$ cat src/rtl/fp_entry_ctrl.sv
// fp_entry_ctrl
//   Operator-entry sequencer for the half-precision adder. Assembles operand A
//   and then operand B from keypad hex digits, launches the adder with a
//   start/done handshake, and holds the sum for display.
// Ports
//   clk, reset            system clock, synchronous active-high reset
//   key_valid, key_value  digit strobe and its hex value
//   enter, clear          one-cycle button strobes
//   add_start             one-cycle launch pulse to the adder
//   add_a, add_b          operands, held stable while the add is pending
//   add_done, add_sum     adder completion strobe and result
//   display               word for the display
//   mode                  0=ENT_A 1=ENT_B 2=WAIT 3=SHOW
//   busy                  high while waiting on the adder
//   err                   sticky adder-timeout flag
module fp_entry_ctrl #(
    parameter int DIGITS  = 4,
    parameter int TIMEOUT = 64
) (
    input  logic                  clk,
    input  logic                  reset,
    input  logic                  key_valid,
    input  logic [3:0]            key_value,
    input  logic                  enter,
    input  logic                  clear,
    output logic                  add_start,
    output logic [DIGITS*4-1:0]   add_a,
    output logic [DIGITS*4-1:0]   add_b,
    input  logic                  add_done,
    input  logic [DIGITS*4-1:0]   add_sum,
    output logic [DIGITS*4-1:0]   display,
    output logic [1:0]            mode,
    output logic                  busy,
    output logic                  err
);

    localparam int W  = DIGITS * 4;
    localparam int CW = (TIMEOUT > 1) ? $clog2(TIMEOUT) : 1;
    localparam logic [CW-1:0] CNT_LAST = CW'(TIMEOUT - 1);
    localparam logic [W-1:0]  QNAN     = W'(16'h7E00);

    typedef enum logic [1:0] {
        ENT_A    = 2'd0,
        ENT_B    = 2'd1,
        WAIT_ADD = 2'd2,
        SHOW     = 2'd3
    } state_t;

    state_t        state, state_nxt;
    logic [W-1:0]  a, a_nxt;
    logic [W-1:0]  b, b_nxt;
    logic [W-1:0]  result, res_nxt;
    logic [CW-1:0] cnt, cnt_nxt;
    logic          err_nxt;
    logic          start_nxt;

    always_ff @(posedge clk) begin
        if (reset) begin
            state     <= ENT_A;
            a         <= '0;
            b         <= '0;
            result    <= '0;
            cnt       <= '0;
            err       <= 1'b0;
            add_start <= 1'b0;
        end else begin
            state     <= state_nxt;
            a         <= a_nxt;
            b         <= b_nxt;
            result    <= res_nxt;
            cnt       <= cnt_nxt;
            err       <= err_nxt;
            add_start <= start_nxt;
        end
    end

    // Digit capture is evaluated before the enter transition so a same-cycle
    // key+enter launches/advances with the updated operand.
    always_comb begin
        state_nxt = state;
        a_nxt     = a;
        b_nxt     = b;
        res_nxt   = result;
        cnt_nxt   = cnt;
        err_nxt   = err;
        start_nxt = 1'b0;
        if (clear) begin
            state_nxt = ENT_A;
            a_nxt     = '0;
            b_nxt     = '0;
            res_nxt   = '0;
            cnt_nxt   = '0;
            err_nxt   = 1'b0;
        end else begin
            case (state)
                ENT_A: begin
                    if (key_valid)
                        a_nxt = {a[W-5:0], key_value};
                    if (enter) begin
                        state_nxt = ENT_B;
                        b_nxt     = '0;
                    end
                end
                ENT_B: begin
                    if (key_valid)
                        b_nxt = {b[W-5:0], key_value};
                    if (enter) begin
                        state_nxt = WAIT_ADD;
                        cnt_nxt   = '0;
                        start_nxt = 1'b1;
                    end
                end
                WAIT_ADD: begin
                    // done has priority over a coincident timeout
                    if (add_done) begin
                        res_nxt   = add_sum;
                        state_nxt = SHOW;
                    end else if (cnt == CNT_LAST) begin
                        res_nxt   = QNAN;
                        err_nxt   = 1'b1;
                        state_nxt = SHOW;
                    end else begin
                        cnt_nxt = cnt + 1'b1;
                    end
                end
                SHOW: begin
                    if (enter) begin
                        state_nxt = WAIT_ADD;
                        cnt_nxt   = '0;
                        start_nxt = 1'b1;
                    end else if (key_valid) begin
                        state_nxt = ENT_A;
                        a_nxt     = W'(key_value);
                    end
                end
                default: state_nxt = ENT_A;
            endcase
        end
    end

    always_comb begin
        display = '0;
        case (state)
            ENT_A:    display = a;
            ENT_B:    display = b;
            WAIT_ADD: display = b;
            SHOW:     display = result;
            default:  display = '0;
        endcase
    end

    assign add_a = a;
    assign add_b = b;
    assign mode  = state;
    assign busy  = (state == WAIT_ADD);

endmodule

$ cat config.mk
export PLATFORM = sky130hd
export DESIGN_NAME = fp_entry_ctrl
export DESIGN_NICKNAME = d
export VERILOG_FILES = /design/src/rtl/fp_entry_ctrl.sv
export SDC_FILE = /design/constraint.sdc
export NUM_CORES = 1
export LEC_CHECK = 0
export ABC_AREA = 1
export CAP_MARGIN = 20
export CELL_PAD_IN_SITES_DETAIL_PLACEMENT = 1
export CELL_PAD_IN_SITES_GLOBAL_PLACEMENT = 2
export CORE_UTILIZATION = 25
export DETAILED_ROUTE_END_ITERATION = 12
export HOLD_SLACK_MARGIN = 0.1
export PLACE_DENSITY = 0.9
export SKIP_CTS_REPAIR_TIMING = 1
export SYNTH_ARGS = -nofsm -noshare
export SYNTH_HDL_FRONTEND = slang
export SYNTH_SLANG_ARGS = --single-unit
$ cat constraint.sdc
create_clock -name clk -period 2.7 [get_ports clk]
set_clock_uncertainty 0.15 [all_clocks]
set_input_delay 0.54 -clock clk [delete_from_list [all_inputs] [get_ports clk]]
set_output_delay 0.54 -clock clk [all_outputs]
set_load 0.01 [all_outputs]
==> impl_metrics.toml <==
[run_status]
status = "finished, final reports clean"

[placement]
place_hpwl_mm = 7.35
place_area_um2 = 3800
io_buffers = 78
gp_congestion = 0.796

[global_route]
grt_pass1_wl_mm = 15.3
first_global_vias = 3063
use_met2_pct = 29.9
antenna_found_initial = 0
grtUsageMet1_pct = 21.2
gr-max-usage-layer = "met2"
grt_use_total_pct = 17.2
grt_max_degree = 33
globalRouteMet3Util_pct = 4.28
grt-ovfl-total = 0

[layout]
drive_above_1_share_pct = 8.19
insertedDiodeCount = 0
area_growth_pct = 43.9
nets = 541
fin_area_um2 = 4040

[cts]
clock_latency_ns = 0.33
cts_made_buffers = 9
cts_buffer_depth = 2
cts-root-buf = "clkbuf_8"
cts.htree.levels = 3
clock_sinks = 58
clkTransAtPathRegs_ns = 0.07
cts_tree = "done"

[routing]
ant_nets = 0
detail_route.wl_per_cell_um = 14.9
via_per_inst = 4.73
drc = 0
drtIter0Drc = 110
route.vias.total = 3088
firstDrtPassIters = 4
wl_mm = 9.75

[setup_path]
cp-start-kind = "flop"
cp.arrival_ns = 1.80
cp_max_fo = 6
max_stage_delay_ns = 0.58
cp_data_required_time_ns = 2.01
crit_path_top_delay_cell = "clkdlybuf4s50_1"
path_class = "reg2out"
cp_cell_sequence = "inv_2 -> buf_4 -> ha_1 -> clkdlybuf4s50_1"
end_kind = "primary output"

[power_and_ir_drop]
power_mw = 2.14
max-vdd-ir-drop_mv = 0.202
combPwrFrac_pct = 24.3
seqPwrFrac_pct = 42.6
p_int_mw = 1.47
clockPowerShare_pct = 33.1
p_sw_uw = 674
p_leak_nw = 1.74
switching_share_pct = 31.5
power.density_nw_per_um2 = 530

[timing]
max_freq_mhz = 402
fin_tns_setup_ns = 0
rsz0062_at_grt = "false"
finalSetupViolations = 0
relSlewSlack_pct = 60.9
finalHoldViolCount = 0
slew_violations = 0
min_period_over_period_pct = 92.1
period_needed_ns = 2.49
tightest_slew_ns = 0.586

[synthesis]
yosys_warnings = 0
ys_top_cells_by_count = "nand2_1, nor2_1, a21oi_1, dfxtp_1, inv_1"
synth_area_um2 = 2810
synth_top_area_share_pct = 41.4
syn_nets = 459
yosys_most_used_dff = "dfxtp_1"
netlist_top_cells_area = "dfxtp_1, nand2_1, a21oi_1"
synth_largest_area_cell = "dfxtp_1"
synthCells = 426
ys_seq_elements = 58
async_reset_ff_share_pct = 0
synth_seq_area_share_pct = 41.4
synth-edff-count = 0
yosysMostFrequentCell = "nand2_1"
synth_area_per_cell_um2 = 6.59
ys_types = 25

[floorplan]
die_w_um = 108
core_region_area_um2 = 10900
dieHeight_um = 108
ioPinCount = 79
dieArea_um2 = 11700
initial_utilization_pct = 25.8
rows = 38

[worst_hold_path]
hp-class = "reg2reg"

[run]
cap_violations = 0
-- placed cells by master, fill, tap and decap left out, types with 2 or more instances in the layout --
cell type and n:
inv_2 2, nor2_1 68, nor3_1 3, ha_1 5, clkdlybuf4s50_1 62, clkinv_2 3
nand2_1 123, clkbuf_8 10, dlymetal6s2s_1 16, a22oi_1 3, o21ai_0 14, inv_1 28
nand4_1 7, clkinvlp_4 3, nand3_1 16, buf_4 14, a21oi_1 63, nor2_2 2
dfxtp_1 57
-- worst paths after layout --
kind         cells after the start                     from  slack, ns                 endpoint
min                              2  result[11]$_SDFFE_PP0P_       0.30  result[11]$_SDFFE_PP0P_
min reg2reg                      2  result[11]$_SDFFE_PP0P_       0.30  result[11]$_SDFFE_PP0P_
max reg2reg                      8     mode[1]$_SDFFE_PP0P_       0.54    add_a[0]$_SDFFE_PP0P_
max                              4     mode[0]$_SDFFE_PP0P_       0.21                     busy
-- registers in the layout, summed over array words and instances (netlist names) --
signal and cells:
add_start 1, cnt 6, add_a 16, err 1, mode 2, result 16, add_b 16
-- per-stage QoR --
| step | cells | util, % | hold WS, ns | worst slack (ns) |
|---|---|---|---|---|
| 2_1_floorplan | 426 | - | 0.278 | 0.383 |
| 3_3_place_gp | 637 | 34.9 | 0.287 | 0.119 |
| 3_5_place_dp | 637 | 34.9 | 0.292 | 0.0580 |
| 4_1_cts | 653 | 36.5 | 0.303 | -0.311 |
| 5_1_grt | 653 | 37.1 | 0.329 | 0.0889 |
| 6_report | 653 | 37.1 | 0.298 | 0.212 |
-- cell type report --
type	instances	area, um2
clock inverters	5	30.0
flip-flops and latches	58	1160
repair buffers	93	946
well taps	140	175
fillers	1357	6850
inverters	32	124
clock buffers	11	141
multi-input cells	314	1460
-- worst max-delay path, delay by kind of cell, from the launching register on --
kind	cells	cell delay (ns)
flip-flops	1	0.36
buffers and inverters	3	0.83
adder cells (fa/ha/maj)	1	0.28
-- power groups by stage --
stage                     sequential [mW]  combinational (mW)  clock (mW)
after floorplan                     0.933               0.259           0
after global placement              0.931               0.510           0
after detailed placement            0.932               0.520           0
after CTS                           0.912               0.524       0.735
after global routing                0.915               0.575       0.764
final                               0.912               0.519       0.708
-- logic make-up (layout without fill, tap and decap cells) --
kind of cell / count (synthesis) / in the layout / share of synthesized area (%)
AO/OA/AOI/OAI: 85 / 85 / 16.1
adder cells (fa/ha/maj): 7 / 7 / 3.12
buffers and inverters: 54 / 141 / 7.71
flip-flops: 58 / 58 / 41.4
AND/OR/NAND/NOR: 222 / 222 / 31.7
-- layer usage --
metal  vias up  share of wire (%)
li1       1531                  -
met1      1487                 46
met2        66                 49
met3         4                3.8
met4         0               0.71
met5         -                  0
No activity file was read; power rests on OpenSTA's default activity.
